**config.mk**
```make
export PLATFORM = sky130hd
export DESIGN_NAME = pll_reset_sequencer
export DESIGN_NICKNAME = d
export VERILOG_FILES = /design/src/rtl/pll_reset_sequencer.sv
export SDC_FILE = /design/constraint.sdc
export NUM_CORES = 1
export LEC_CHECK = 0
export ABC_AREA = 1
export ABC_CLOCK_PERIOD_IN_PS = 1800
export CAP_MARGIN = 20
export CORE_AREA = 2 2 58 60
export DETAILED_ROUTE_END_ITERATION = 8
export DIE_AREA = 0 0 60 62
export MAX_ROUTING_LAYER = met4
export PLACE_DENSITY = 0.73
export REMOVE_ABC_BUFFERS = 1
export SLEW_MARGIN = 20
export SYNTH_ARGS = -nofsm -noshare
export SYNTH_HDL_FRONTEND = slang
export SYNTH_SLANG_ARGS = --single-unit
```
**constraint.sdc**
```tcl
create_clock -name clk -period 1.8 [get_ports clk]
set_input_delay 0.36 -clock clk [delete_from_list [all_inputs] [get_ports clk]]
set_output_delay 0.36 -clock clk [all_outputs]
set_load 0.01 [all_outputs]
```
**src/rtl/pll_reset_sequencer.sv**
```systemverilog
// rtl/pll_reset_sequencer.sv - PLL lock qualifier and USB core reset sequencer
//
// Purpose: synchronises the PLL lock flag, holds the USB core in reset until
// lock has been stable for LOCK_CYCLES and then HOLD_CYCLES more cycles, and
// releases a registered active-low core reset. A filtered loss of lock while
// running re-asserts the core reset and bumps a saturating drop counter.
//
// Ports:
//   clk        - PLL output clock, the only clock
//   rstn       - synchronous active-low reset, highest priority
//   lock       - PLL lock flag, asynchronous to clk
//   restart    - single-cycle request to re-run the sequence (not a drop)
//   core_rstn  - registered active-low reset to the USB core
//   state      - current state: WAIT_LOCK=0, STABILIZE=1, HOLD=2, RUN=3
//   drop_count - lock-loss events seen in RUN, saturates at 255
module pll_reset_sequencer #(
    parameter int LOCK_CYCLES = 1024,
    parameter int HOLD_CYCLES = 16,
    parameter int DROP_FILTER = 4
) (
    input  logic       clk,
    input  logic       rstn,
    input  logic       lock,
    input  logic       restart,
    output logic       core_rstn,
    output logic [1:0] state,
    output logic [7:0] drop_count
);

    localparam int MAX_CYCLES = (LOCK_CYCLES > HOLD_CYCLES) ? LOCK_CYCLES : HOLD_CYCLES;
    localparam int CNT_W      = ($clog2(MAX_CYCLES) < 1) ? 1 : $clog2(MAX_CYCLES);
    localparam int DCNT_W     = ($clog2(DROP_FILTER) < 1) ? 1 : $clog2(DROP_FILTER);

    localparam logic [CNT_W-1:0]  LOCK_LAST = CNT_W'(LOCK_CYCLES - 1);
    localparam logic [CNT_W-1:0]  HOLD_LAST = CNT_W'(HOLD_CYCLES - 1);
    localparam logic [DCNT_W-1:0] DROP_LAST = DCNT_W'(DROP_FILTER - 1);

    typedef enum logic [1:0] {
        WAIT_LOCK = 2'd0,
        STABILIZE = 2'd1,
        HOLD      = 2'd2,
        RUN       = 2'd3
    } state_t;

    state_t            state_q, state_d;
    logic              sync1_q, sync1_d;
    logic              lock_s_q, lock_s_d;
    logic [CNT_W-1:0]  cnt_q, cnt_d;
    logic [DCNT_W-1:0] dcnt_q, dcnt_d;
    logic [7:0]        drop_count_q, drop_count_d;
    logic              core_rstn_q, core_rstn_d;

    always_comb begin
        sync1_d      = lock;
        lock_s_d     = sync1_q;
        state_d      = state_q;
        cnt_d        = cnt_q;
        dcnt_d       = dcnt_q;
        drop_count_d = drop_count_q;
        core_rstn_d  = core_rstn_q;

        if (restart) begin
            // Restart wins over a coincident drop, so drop_count is untouched.
            state_d     = WAIT_LOCK;
            cnt_d       = '0;
            dcnt_d      = '0;
            core_rstn_d = 1'b0;
        end else begin
            case (state_q)
                WAIT_LOCK: begin
                    core_rstn_d = 1'b0;
                    if (lock_s_q) begin
                        state_d = STABILIZE;
                        cnt_d   = '0;
                    end
                end
                STABILIZE: begin
                    core_rstn_d = 1'b0;
                    if (!lock_s_q) begin
                        state_d = WAIT_LOCK;
                    end else if (cnt_q == LOCK_LAST) begin
                        state_d = HOLD;
                        cnt_d   = '0;
                    end else begin
                        cnt_d = cnt_q + 1'b1;
                    end
                end
                HOLD: begin
                    core_rstn_d = 1'b0;
                    if (!lock_s_q) begin
                        state_d = WAIT_LOCK;
                    end else if (cnt_q == HOLD_LAST) begin
                        state_d     = RUN;
                        core_rstn_d = 1'b1;
                    end else begin
                        cnt_d = cnt_q + 1'b1;
                    end
                end
                RUN: begin
                    // Only DROP_FILTER consecutive low samples count as a loss;
                    // any high sample clears the filter.
                    if (lock_s_q) begin
                        dcnt_d = '0;
                    end else if (dcnt_q == DROP_LAST) begin
                        state_d     = WAIT_LOCK;
                        core_rstn_d = 1'b0;
                        dcnt_d      = '0;
                        if (drop_count_q != 8'hFF) begin
                            drop_count_d = drop_count_q + 8'd1;
                        end
                    end else begin
                        dcnt_d = dcnt_q + 1'b1;
                    end
                end
                default: begin
                    state_d     = WAIT_LOCK;
                    core_rstn_d = 1'b0;
                end
            endcase
        end
    end

    always_ff @(posedge clk) begin
        if (!rstn) begin
            sync1_q      <= 1'b0;
            lock_s_q     <= 1'b0;
            state_q      <= WAIT_LOCK;
            cnt_q        <= '0;
            dcnt_q       <= '0;
            drop_count_q <= 8'd0;
            core_rstn_q  <= 1'b0;
        end else begin
            sync1_q      <= sync1_d;
            lock_s_q     <= lock_s_d;
            state_q      <= state_d;
            cnt_q        <= cnt_d;
            dcnt_q       <= dcnt_d;
            drop_count_q <= drop_count_d;
            core_rstn_q  <= core_rstn_d;
        end
    end

    assign core_rstn  = core_rstn_q;
    assign state      = state_q;
    assign drop_count = drop_count_q;

endmodule

```
==> results.py <==
metrics = {
    "sta": {
        "post-route-period-util_pct": 96.0,
        "slew_headroom_pct": 75.4,
        "worstMarginPinSlew_ns": 0.367,
        "whs_ns": 0.434,
        "finalHoldViolations": 0,
        "drv_slew": 0,
        "fin_crit_ns": 1.73,
        "tns_ns": 0,
        "fmax_ghz": 0.579,
        "setup_violations": 0,
        "rsz0062_at_grt": "false",
        "skew_ns": 0.00627,
    },
    "place": {
        "numPortBuffers": 14,
        "hpwl_mm": 2.38,
        "dp_cells": 292,
        "finalWeightedCongestion": 0.859,
    },
    "logic_synthesis": {
        "yosys-top-cells-count": "nand2_1, inv_1, dfxtp_1, nor2_1",
        "synthArstFlopShare_pct": 0,
        "synth_edf_count": 0,
        "synth_top_flop_cell": "dfxtp_1",
        "ys_warn_count": 0,
        "ys_seq_area_share_pct": 31.6,
        "synthTopCellsByArea": "dfxtp_1, nand2_1, ha_1",
        "syn_area_mm2": 0.00158,
        "yosys.area.top_type": "dfxtp_1",
        "syn_inst": 228,
        "yosys_register_bits": 25,
        "synth.distinct_cells": 30,
        "yosysMostFrequentCell": "nand2_1",
        "synth_top_area_share_pct": 31.6,
        "synth_area_per_cell_um2": 6.95,
    },
    "cells_and_area": {
        "area_delta_synth_final_pct": 16.0,
        "antennaDiodeCount": 0,
        "num-nets-final": 264,
        "final_cells": 296,
        "drive_above_1_share_pct": 14.4,
    },
    "clocking": {
        "cts_resized": 0,
        "cts_root_buffer": "clkbuf_4",
        "cts_max_path_buffers": 2,
        "clock_tree.htree_level_count": 1,
        "postCtsSetupRepairBufs": 0,
        "clock-sinks": 25,
        "clk_latency_ns": 0.34,
        "cts_tree": "done",
        "clkSlewWorstSetupHoldPaths_ns": 0.15,
        "cts_buffers": 3,
        "holdBufCountCts": 0,
    },
    "setup_path": {
        "cp_max_fo": 6,
        "end_kind": "output port",
        "start_kind": "flip-flop",
        "crit_family": "buffers and inverters",
        "path_buf_inv": 1,
        "worstPathCellList": "clkdlybuf4s50_1",
        "crit_type": "flip-flop to output port",
        "critPathMaxStageDelay_ns": 0.57,
        "critPathSlowestCell": "clkdlybuf4s50_1",
        "required_ns": 1.44,
        "worstPathArrival_ns": 1.37,
    },
    "grt": {
        "grt_pass1_wl_mm": 5.20,
        "grt_max_degree": 16,
        "use_met3_pct": 3.11,
        "grt.overflow.total": 0,
        "grt-busiest-layer": "met2",
        "track_usage_pct": 19.0,
        "use_met1_pct": 23.6,
        "grt_pass1_vias": 1225,
        "antenna_found_initial": 0,
        "grt_use_met2_pct": 31.4,
    },
    "die": {
        "ios": 15,
        "fp.dieW_um": 60,
        "core.rowCount": 21,
        "start_util_pct": 49.8,
        "die_y_um": 62,
        "die_area_mm2": 0.00372,
        "core_mm2": 0.00318,
    },
    "routing": {
        "drc": 0,
        "wl_mm": 3.04,
        "drt_iter0_markers": 61,
        "via_per_inst": 4.74,
        "ant_nets": 0,
        "vias": 1403,
        "drt_first_pass_iters": 4,
        "avgRoutedWirePerCell_um": 10.3,
    },
    "run": {
        "cap_violations": 0,
    },
    "run_status": {
        "status": "finished, final reports clean",
    },
    "power": {
        "power_uw": 962,
        "cellLeakagePower_uw": 0.000764,
        "powerDensity_mw_per_mm2": 523,
        "vdd.ir_drop.worst_uv": 291,
    },
    "min_path": {
        "holdCritPathClass": "flip-flop to flip-flop",
    },
}
[per-layer routing]
metal | share of wire [%] | vias up
met5 | 0 | -
li1 | - | 759
met4 | 1.8 | 0
met1 | 50 | 624
met3 | 1.7 | 5
met2 | 46 | 15
[state kept, by name (all words and copies together) (netlist names)]
name / count
cnt_q: 10
drop_count: 8
dcnt_q: 2
state: 2
core_rstn: 1
lock_s_d: 1
lock_s_q: 1
[layout by cell type, fill, tap and decap left out, types with 6 or more instances in the layout]
cell type / netlist / layout
nand2_1: 65 / 65
inv_1: 30 / 29
nor2_1: 25 / 24
dfxtp_1: 25 / 24
clkdlybuf4s50_1: 0 / 14
nand3_1: 13 / 13
a21oi_1: 13 / 13
ha_1: 9 / 9
nand4_1: 7 / 7
buf_4: 0 / 6
[where the power goes]
part | internal (µW) | switching [µW] | total [µW]
sequential | 559 | 4.88 | 564
combinational | 49.2 | 76.6 | 126
clock | 85.4 | 186 | 272
[area by class of cell]
type	instances	area, µm²
fill	302	1340
multi-input combinational	168	940
sequential	25	502
timing repair buffer	20	185
inverter	33	124
tap	46	57.6
clock buffer	3	22.5
clock inverter	1	7.51
[cell families (layout without fill, tap and decap cells)]
group | after synthesis | after routing | synth area share [%]
fa+ha+maj | 9 | 9 | 7.11
xor+xnor | 6 | 6 | 3.32
buf+inv | 35 | 57 | 9.24
simple gates | 133 | 133 | 41.5
flops | 25 | 25 | 31.6
compound gates | 20 | 20 | 7.19
[path summary, 6_finish.rpt]
path	startpoint	cells past startpoint	endpoint	slack, ns
setup / recovery	drop_count[2]$_SDFFE_PN0P_	1	drop_count[2]	0.07
hold / removal	lock_s_d$_SDFF_PN0_	2	lock_s_q$_SDFF_PN0_	0.43
setup reg to reg	cnt_q[0]$_SDFFE_PP0P_	9	cnt_q[5]$_SDFFE_PP0P_	0.16
hold reg to reg	lock_s_d$_SDFF_PN0_	2	lock_s_q$_SDFF_PN0_	0.43
[stage by stage]
stage	utilization, %	area [µm²]	worst slack, ns
finish	57.8	1840	0.0726
global route	57.8	1840	0.00289
global placement	56.7	1800	0.0975
detailed placement	56.7	1800	0.0583
floorplan	-	1560	0.0715
CTS	57.7	1830	0.0564
(Power assumes the default switching activity.)
